## config.mk

```make
export PLATFORM = sky130hd
export DESIGN_NAME = phy_rx_fifo
export DESIGN_NICKNAME = d
export VERILOG_FILES = /design/src/rtl/phy_rx_fifo.sv
export SDC_FILE = /design/constraint.sdc
export NUM_CORES = 1
export LEC_CHECK = 0
export ABC_AREA = 1
export CELL_PAD_IN_SITES_DETAIL_PLACEMENT = 0
export CELL_PAD_IN_SITES_GLOBAL_PLACEMENT = 1
export CORE_ASPECT_RATIO = 1.2
export CORE_UTILIZATION = 45
export CTS_CLUSTER_DIAMETER = 100
export DETAILED_ROUTE_END_ITERATION = 6
export GPL_TIMING_DRIVEN = 0
export PLACE_DENSITY = 0.78
export SYNTH_ARGS = -nofsm -noshare
export SYNTH_HDL_FRONTEND = slang
export SYNTH_SLANG_ARGS = --single-unit
```

## constraint.sdc

```tcl
create_clock -name clk_f -period 2.6 [get_ports clk_f]
set_input_delay 0.78 -clock clk_f [delete_from_list [all_inputs] [get_ports clk_f]]
set_output_delay 0.78 -clock clk_f [all_outputs]
set_load 0.01 [all_outputs]
```

## src/rtl/phy_rx_fifo.sv

```systemverilog
// phy_rx_fifo: RX byte FIFO with pop handshake, occupancy flags and a sticky overflow flag
module phy_rx_fifo #(
  parameter int DATA_W    = 8,
  parameter int DEPTH     = 8,
  parameter int ADDR_W    = 3,
  parameter int AFULL_TH  = 6,
  parameter int AEMPTY_TH = 2
) (
  input  logic              clk_f,
  input  logic              reset_L,
  input  logic [DATA_W-1:0] data_in,
  input  logic              valid_in,
  input  logic              pop,
  output logic [DATA_W-1:0] data_out,
  output logic              valid_out,
  output logic              full,
  output logic              empty,
  output logic              almost_full,
  output logic              almost_empty,
  output logic [ADDR_W:0]   count,
  output logic              overflow
);
  logic [DATA_W-1:0] mem_q [DEPTH];
  logic [ADDR_W-1:0] wr_ptr_q, wr_ptr_d, rd_ptr_q, rd_ptr_d;
  logic [ADDR_W:0]   count_q, count_d;
  logic [DATA_W-1:0] data_out_q, data_out_d;
  logic              valid_out_q, valid_out_d, overflow_q, overflow_d;
  logic              push_ok, pop_ok;
  always_comb begin
    full         = count_q == (ADDR_W+1)'(DEPTH);
    empty        = count_q == '0;
    almost_full  = count_q >= (ADDR_W+1)'(AFULL_TH);
    almost_empty = count_q <= (ADDR_W+1)'(AEMPTY_TH);
    pop_ok       = pop && !empty;
    push_ok      = valid_in && (!full || pop_ok);
    wr_ptr_d     = push_ok ? wr_ptr_q + 1'b1 : wr_ptr_q;
    rd_ptr_d     = pop_ok ? rd_ptr_q + 1'b1 : rd_ptr_q;
    count_d      = count_q + {{ADDR_W{1'b0}}, push_ok} - {{ADDR_W{1'b0}}, pop_ok};
    data_out_d   = pop_ok ? mem_q[rd_ptr_q] : data_out_q;
    valid_out_d  = pop_ok;
    overflow_d   = overflow_q || (valid_in && full && !pop_ok);
  end
  always_ff @(posedge clk_f or negedge reset_L)
    if (!reset_L) begin
      wr_ptr_q    <= '0;
      rd_ptr_q    <= '0;
      count_q     <= '0;
      data_out_q  <= '0;
      valid_out_q <= 1'b0;
      overflow_q  <= 1'b0;
    end else begin
      wr_ptr_q    <= wr_ptr_d;
      rd_ptr_q    <= rd_ptr_d;
      count_q     <= count_d;
      data_out_q  <= data_out_d;
      valid_out_q <= valid_out_d;
      overflow_q  <= overflow_d;
    end
  always_ff @(posedge clk_f)
    if (push_ok) mem_q[wr_ptr_q] <= data_in;
  assign data_out  = data_out_q;
  assign valid_out = valid_out_q;
  assign count     = count_q;
  assign overflow  = overflow_q;
endmodule

```

==> run summary <==
The site row count is 35. The power density over cell area is 1070 mW/mm². The number of antenna diodes in the final layout is 0. The area taken by flip-flops and latches is 0.00242 mm². The per-cell via count in the routed design came out at 4.85.

The share of synthesized registers carrying an async set or reset came out at 0.238. The width of the die is 85.0 µm. The run finished, with violations left. The hold violation count in the final report is 0. Of the synthesized area, sequential elements account for 0.652. The critical path is of the flop to output port type. The final total negative setup slack came out at 0 ps. The critical path data arrival time came out at 1640 ps. The commonest cells after synthesis are sky130_fd_sc_hd__nand2_1, sky130_fd_sc_hd__edfxtp_1, sky130_fd_sc_hd__inv_1. The floorplan step set the die height to 102 µm.

The number of instances in the synthesized netlist came out at 359. The post-detailed-route DRC marker count came out at 3. The DRC marker count from the first detailed-route iteration is 143.

The number of nets still failing antenna checks after routing is 0. The critical path launch point type is a flop. The number of global-route vias before repair came out at 2,225.

The largest net degree at the start of global routing is 21. The total I/O pin count is 30. The detailed router placed 2,405 vias in this run.

The number of max-slew violations in the final report is 0. The maximum ir drop on the vdd rail came out at 0.409 mV. Setup repair after global routing left no endpoint under its margin. At the end of the flow, the number of nets in the layout was 421. The checks that failed: design-rule violations. The headroom to the max-slew limit came out at 0.384. Yosys instantiated no cell more often than sky130_fd_sc_hd__nand2_1.

The total of endpoints with negative setup slack in the final report is 0. The estimated wirelength of the detail-placed design came out at 5050 µm. The fraction of the cycle the final worst path needs came out at 0.931. The H-tree depth is 3.

The die covers 0.00863 mm². TritonCTS built the clock tree. The area share of the largest cell type after synthesis came out at 0.517.

The starting density of the core came out at 0.474. Setup slack on the worst reg-to-reg path comes out at 380 ps. The static leakage is 1.96 nW.

From synthesis to final layout, the design area changed by 16.7%. The achievable frequency is 413 MHz. The maximum fanout along the worst path came out at 5. After filler insertion, the fill cell instance count of the layout stands at 692. In the final routed layout, each cell accounts on average for 14.5 µm. The class of the most critical hold timing path is flop to flop. The routability congestion estimate from global placement came out at 0.796.

The core area is 0.00784 mm². The synthesis warning total came out at 0. The number of maximum-capacitance violations is 0. The number of buffers inserted to repair setup after CTS is 0. The transition time of the tightest slew-check pin is 921 ps. The multi-input combinational cells in the finished layout cover a total of 995 µm². The number of nets handed over by synthesis was 381.

The ratio of cells with drive above 1 in the final layout is 0.106. The post-synthesis cell area came out at 0.00372 mm². Ranked by total cell area, the synthesized netlist is headed by sky130_fd_sc_hd__edfxtp_1, sky130_fd_sc_hd__dfrtp_1, sky130_fd_sc_hd__nand2_1, sky130_fd_sc_hd__nand3_1, sky130_fd_sc_hd__inv_1.

The initial antenna violation count is 0. The number of buffers on the longest clock path is 2. The final global-route overflow total is 0.

The maximum clock skew at final layout came out at 8.93 ps. For the worst setup path, the data required time is 1820 ps. The total routing resource utilization after global routing is 0.185. Buffers inserted to repair hold after CTS numbered 0.

The worst setup path is captured at an output port. The clock insertion delay at the later pin of the skew report came out at 360 ps. The clock tree root driver cell is sky130_fd_sc_hd__clkbuf_8.

A synthesized cell averages 10.4 µm². The clock period could shrink to 2420 ps. The flop and latch count out of synthesis came out at 84. The number of buffers created by CTS came out at 9.

The detailed-router iteration count before antenna repair came out at 7. In this run the tool buffered the top-level ports with 29 buffer cells. The total wirelength of the detailed-routed design is 7210 µm. The most used flip-flop cell after synthesis is sky130_fd_sc_hd__edfxtp_1. The largest area contributor in the netlist is sky130_fd_sc_hd__edfxtp_1. The number of sinks on the clock net is 84.

The clock-pin transition on the worst setup and hold timing paths came out at 90 ps. The number of enable flip-flop cells after synthesis is 64. The final core utilization is 0.553. The first global-routing pass estimated 11,500 µm of wire. The count of unique library cells instantiated by Yosys came out at 23.
==> layer usage <==
layer | GRT usage | part of all wire | up-vias
li1 | - | - | 1224
met2 | 0.302 | 0.48 | 71
met4 | 0.0874 | 0.019 | 0
met3 | 0.0269 | 0.047 | 12
met1 | 0.245 | 0.45 | 1098
met5 | 0 | 0 | -
==> logic make-up (layout without fill, tap and decap cells) <==
group	after synthesis	count (layout)	synth area share
and+or+nand+nor	180	180	0.208
DFF	84	84	0.652
buffers and inverters	75	120	0.0815
adders and majority gates	10	10	0.0357
AOI/OAI and AO/OA	5	5	0.0118
xor gates and xnor gates	5	5	0.0118
==> cell type report <==
type	instances	share of cell area
buffer	13	0.0162
clock buffer	9	0.0286
clock inverter	7	0.0193
inverter	62	0.0536
multi-input combinational	200	0.229
sequential	84	0.559
tap	92	0.0265
timing repair buffer	29	0.0678
==> per-stage QoR <==
stage / power (mW) / std cells / hold slack, ps / setup WS [ps] / area (µm²)
2_1_floorplan: 3.04 / 359 / 484 / 587 / 3720
3_3_place_gp: 3.69 / 480 / 461 / -122 / 4120
3_5_place_dp: 3.72 / 480 / 466 / -209 / 4120
4_1_cts: 4.68 / 496 / 488 / 3.04 / 4330
5_1_grt: 4.95 / 496 / 502 / 85.4 / 4340
6_report: 4.64 / 496 / 482 / 179 / 4340
==> worst paths after layout <==
kind | end | from | cells after the start
min reg2reg | overflow | overflow | 1
min in group asynchronous | data_out[2] | reset_L | 1
max | almost_full | count[3] | 5
max in group asynchronous | count[1] | reset_L | 1
max reg2reg | mem_q[2][7] | count[2] | 6
min | overflow | overflow | 1
==> state kept, by name (all words and copies together), names as in the netlist <==
register	flops
mem_q	64
overflow	1
rd_ptr_q	3
valid_out	1
wr_ptr_q	3
data_out	8
count	4
==> cells in the final DEF (no fill, tap or decap), types with 2 or more instances in the layout <==
master,instances
sky130_fd_sc_hd__clkinv_4,3
sky130_fd_sc_hd__clkbuf_8,9
sky130_fd_sc_hd__nand2_1,117
sky130_fd_sc_hd__nand2_2,2
sky130_fd_sc_hd__inv_2,6
sky130_fd_sc_hd__inv_1,55
sky130_fd_sc_hd__xnor2_1,2
sky130_fd_sc_hd__dlymetal6s2s_1,2
sky130_fd_sc_hd__dfrtp_1,19
sky130_fd_sc_hd__ha_1,8
sky130_fd_sc_hd__edfxtp_1,64
sky130_fd_sc_hd__nand3_1,50
sky130_fd_sc_hd__clkdlybuf4s50_1,26
sky130_fd_sc_hd__xor2_1,3
sky130_fd_sc_hd__nor2_1,8
sky130_fd_sc_hd__buf_4,2
sky130_fd_sc_hd__buf_2,11
==> critical path: stages (launching register included) <==
cell and delay (ps):
sky130_fd_sc_hd__dfrtp_1 410, sky130_fd_sc_hd__inv_2 100, sky130_fd_sc_hd__ha_1 140, sky130_fd_sc_hd__nand2_1 50, sky130_fd_sc_hd__nand2_1 60, sky130_fd_sc_hd__clkdlybuf4s50_1 520
==> where the power goes <==
part           leakage (nW)  switching (mW)  total, mW  internal (mW)
logic                  1.04            1.08       1.81          0.725
registers             0.819           0.145       1.88           1.74
clock network         0.102           0.492      0.950          0.458
==> what timing repair did <==
| action | 4_1_cts | 5_1_grt |
|---|---|---|
| resized for setup | 4 | 3 |
| cloned | 0 | 0 |
| endpoints found under the hold margin | 0 | 0 |
| setup endpoints to repair | 3 | 2 |
No activity file was read; power rests on OpenSTA's default activity.
